$ cat config.mk
export PLATFORM = sky130hd
export DESIGN_NAME = program_counter
export DESIGN_NICKNAME = d
export VERILOG_FILES = /design/src/rtl/mips_pkg.sv /design/src/rtl/program_counter.sv
export SDC_FILE = /design/constraint.sdc
export NUM_CORES = 1
export LEC_CHECK = 0
export ABC_CLOCK_PERIOD_IN_PS = 2400
export CAP_MARGIN = 20
export CORE_ASPECT_RATIO = 0.5
export CORE_MARGIN = 2
export CORE_UTILIZATION = 39
export DETAILED_ROUTE_END_ITERATION = 8
export HOLD_SLACK_MARGIN = 0.08
export PLACE_DENSITY = 0.74
export SLEW_MARGIN = 10
export SYNTH_ARGS = -nofsm -noshare
export SYNTH_HDL_FRONTEND = slang
export SYNTH_SLANG_ARGS = --single-unit
$ cat constraint.sdc
create_clock -name clk -period 2.4 [get_ports clk]
set_clock_uncertainty 0.2 [all_clocks]
set_input_delay 0.48 -clock clk [delete_from_list [all_inputs] [get_ports clk]]
set_output_delay 0.48 -clock clk [all_outputs]
set_load 0.03 [all_outputs]
$ cat src/rtl/mips_pkg.sv
// rtl/mips_pkg.sv - shared constants for the MIPS fetch stage
package mips_pkg;

  localparam int          NB_WIDTH_DEF   = 32;
  localparam logic [31:0] RESET_ADDR_DEF = 32'h0000_0000;
  localparam int          PC_INCR        = 4;

endpackage

$ cat src/rtl/program_counter.sv
// rtl/program_counter.sv - IF-stage PC register with jump load, stall/halt hold and +4 link output
module program_counter
  import mips_pkg::*;
#(
  parameter int                 NB_WIDTH   = NB_WIDTH_DEF,
  parameter logic [NB_WIDTH-1:0] RESET_ADDR = NB_WIDTH'(RESET_ADDR_DEF)
) (
  input  logic                clk,
  input  logic                i_rst_n,
  input  logic [NB_WIDTH-1:0] i_addr2jump,
  input  logic                i_valid,
  input  logic                i_halt,
  input  logic                i_stall,
  output logic [NB_WIDTH-1:0] o_pcounter,
  output logic [NB_WIDTH-1:0] o_pcounter4
);

  localparam logic [NB_WIDTH-1:0] INCR = NB_WIDTH'(PC_INCR);

  logic [NB_WIDTH-1:0] pc_q;
  logic [NB_WIDTH-1:0] pc_d;
  logic [NB_WIDTH-1:0] pc_plus4;

  // Modulo-2^NB_WIDTH add; the same sum feeds both the link output and the sequential next PC.
  assign pc_plus4 = pc_q + INCR;

  // Freeze wins over a jump so a dropped jump must be re-presented by the producer.
  always_comb begin
    pc_d = pc_q;
    if (i_halt || i_stall) begin
      pc_d = pc_q;
    end else if (i_valid) begin
      pc_d = i_addr2jump;
    end else begin
      pc_d = pc_plus4;
    end
  end

  // Despite its name, i_rst_n is active-high.
  always_ff @(posedge clk) begin
    if (i_rst_n) begin
      pc_q <= RESET_ADDR;
    end else begin
      pc_q <= pc_d;
    end
  end

  assign o_pcounter  = pc_q;
  assign o_pcounter4 = pc_plus4;

endmodule

==> reports/metrics.cfg <==
[clock_tree]
htree_levels = 2
ctsHoldBuffers = 0
clk_path_buf_depth = 2
cts_num_sinks = 32
clock_latency_ns = 0.28
cts_root_buffer = clkbuf_16
cts_buffers = 5
cts.clk_slew.worst_paths_ns = 0.06
cts_tree = built

[layout]
multi_input_area_um2 = 2000
utilization_pct = 76.3
area_growth_pct = 91.2
num_antenna_cells = 0
regArea_um2 = 689
largest_reg_flops = 32
fillCellCount = 409
layout.nets = 513
drive_gt1_share_pct = 37.4
final_cell_count_no_fill = 553

[global_route]
met1_usage_pct = 34.9
met3_usage_pct = 4.40
grt_pass1_vias = 2935
grt_antenna_before_repair = 0
grt_overflow = 0
use_met2_pct = 47.6
grt_usage_pct = 26.7
grt_pass1_wl_um = 14600
grt.busiest_layer = met2
grt_max_degree = 28

[yosys]
synthMuxAreaShare_pct = 1.25
async_reset_ff_share_pct = 0
synth.top_cell.area_share_pct = 26.7
syn_area_um2 = 2400
synthCells = 330
yosysUniqueCellTypes = 52
synth_xor_area_share_pct = 9.50
synth-edff-count = 0
synth_compound_area_share_pct = 25.2
avgSynthCellArea_um2 = 7.26
syn_nets = 368
synth.largest_area_cell = dfxtp_1
synth_fa_ha_area_share_pct = 0.522
yosysWarnings = 0
yosys.area_share.simple_pct = 29.8
ys_seq_area_share_pct = 26.7
synth_area_leaders = dfxtp_1 27%, nand2_1 6.7%, xnor2_1 6.2%, a21oi_1 5.0%, nor2_1 4.2%
synth_top_family_by_area = simple AND/OR/NAND/NOR gates
ys.flop_type = dfxtp_1
ys_ff_latch = 32

[power_and_ir_drop]
power_mw = 1.77
power_density_nw_per_um2 = 386
p_leak_nw = 1.92
ir_worst_vdd_v = 0.000249

[worst_setup_path]
critPathMaxFanout = 5
cp_cell_sequence = nand4_1 -> or4_4 -> or4_4 -> nand2_4 -> buf_6
max_stage_delay_ns = 0.58
cp-start-kind = register
end_kind = output pin
cp_common_cell = or4_4
cp.arrival_ns = 2.10
critical_path_class = reg -> out
required_ns = 1.72
cp_slowest_cell = or4_4

[sta]
finalMaxSlewViolations = 0
setup_slack_ns = -0.383
final.min_clock_period_ns = 2.78
timing.fmax_mhz = 359
holdWs_ns = 0.298
rsz0062_at_grt = true
final_hold_viol_count = 0
post-route-period-util_pct = 116
worst_pin_slew_ns = 0.425
relSlewSlack_pct = 71.7
finalSetupViolCount = 21

[flow_run]
cap_violations = 0

[run_status]
status = finished, violations left
violations = setup timing

[floorplan]
chipWidth_um = 115
pin_count = 101
num_rows = 20
die-area_um2 = 6820
die_h_um = 59.4
coreArea_um2 = 6010
initial_core_util_pct = 39.9

[routing]
ant_nets = 0
first_pass_iters = 4
wire_per_inst_um = 16.7
drc = 0
wirelength_um = 9230
drtIter0Drc = 245
via_per_inst = 5.67
route.vias.total = 3137

[placed_design]
port_buffers = 100
place_hpwl_um = 6190
gp_congestion = 0.861
place_ws_ns = -0.0769
dpl.cell_count = 528

[hold_path]
min_path_type = reg -> reg

==> cell usage after synthesis (2+ instances only) <==
library cell	n
buf_2	5
xor2_1	9
nand3_1	17
a22o_1	3
inv_1	6
o21ai_0	19
xnor2_1	17
clkbuf_1	21
mux2i_1	3
a21o_1	4
nand2_1	43
nor4_1	5
nand4_1	11
and4_1	4
buf_4	3
or3_1	3
or4_1	5
and3_1	6
a21oi_1	24
a22oi_1	7
buf_1	4
nor3_1	6
a221oi_1	2
dfxtp_1	32
nor2_1	27
o41ai_1	4
o31ai_1	6
a31oi_1	9
o211ai_1	2
==> layout make-up <==
| cell class | count | area share [%] |
|---|---|---|
| well taps | 77 | 2.10 |
| repair buffers | 171 | 34.9 |
| inverters | 7 | 0.574 |
| multi-input cells | 258 | 43.7 |
| flip-flops and latches | 32 | 15.1 |
| clock inverters | 3 | 0.929 |
| clock buffers | 5 | 2.73 |
==> kinds of logic (layout without fill, tap and decap cells) <==
group           Yosys count  in the layout
simple gates            136            136
compound gates           92             92
buf+inv                  40            186
flops                    32             32
xor+xnor                 26             26
mux                       3              3
fa+ha+maj                 1              1
==> routing by layer <==
metal / share of wire [%] / routed length [µm] / up-vias
met5: 0 / 0 / -
met4: 0.78 / 72 / 0
met3: 6.4 / 588 / 8
met2: 50 / 4610 / 121
met1: 43 / 3960 / 1512
li1: - / - / 1496
==> critical path, delay by kind of cell, from the launching register on <==
family | cells | cell delay [ns]
buffers and inverters | 1 | 0.12
flip-flops | 1 | 0.37
AND/OR/NAND/NOR | 4 | 1.34
==> placed cells by master (no fill, tap or decap), types with 4 or more instances in the layout <==
| cell | n |
|---|---|
| nand4_1 | 11 |
| a22oi_1 | 7 |
| dfxtp_1 | 11 |
| nor3_1 | 4 |
| nand2_4 | 6 |
| buf_6 | 26 |
| nand2_1 | 37 |
| nor2_4 | 4 |
| xor2_1 | 5 |
| clkbuf_16 | 5 |
| a31oi_1 | 8 |
| xnor2_2 | 6 |
| or4_4 | 4 |
| xnor2_1 | 6 |
| xnor2_4 | 5 |
| a21oi_1 | 24 |
| nor3_4 | 4 |
| a21o_1 | 4 |
| dfxtp_2 | 12 |
| o31ai_1 | 6 |
| dfxtp_4 | 9 |
| and3_1 | 6 |
| nand3_1 | 15 |
| inv_1 | 6 |
| clkdlybuf4s50_1 | 71 |
| nor2_1 | 20 |
| o41ai_1 | 4 |
| o21ai_0 | 19 |
| buf_4 | 67 |
==> repair_timing <==
action	4_1_cts	5_1_grt
setup buffers	18	2
endpoints found under the setup margin	24	23
pin swaps	14	15
resized for setup	42	13
==> through the flow <==
step | area (µm²) | TNS (ns)
after detailed placement | 4030 | -0.266
after global placement | 4030 | -0.133
after CTS | 4490 | -4.73
final | 4580 | -5.59
after floorplan | 2770 | -2.07
after global routing | 4580 | -6.99
==> where the power goes <==
part	leakage, nW	internal [mW]	switching, mW
combinational	1.57	0.215	0.241
clock	0.0798	0.487	0.245
sequential	0.273	0.549	0.0292
total	1.92	1.25	0.515
==> worst paths after layout <==
| path | from | end | slack [ns] | cells after the start |
|---|---|---|---|---|
| worst min-delay path | o_pcounter[1]$_SDFFE_PP0P_ | o_pcounter[1]$_SDFFE_PP0P_ | 0.30 | 2 |
| worst min register to register | o_pcounter[1]$_SDFFE_PP0P_ | o_pcounter[1]$_SDFFE_PP0P_ | 0.30 | 2 |
| worst max-delay path | o_pcounter[2]$_SDFFE_PP0N_ | o_pcounter4[23] | -0.38 | 5 |
| worst max register to register | o_pcounter[11]$_SDFFE_PP0N_ | o_pcounter[18]$_SDFFE_PP0N_ | -0.26 | 9 |
(Power assumes the default switching activity.)
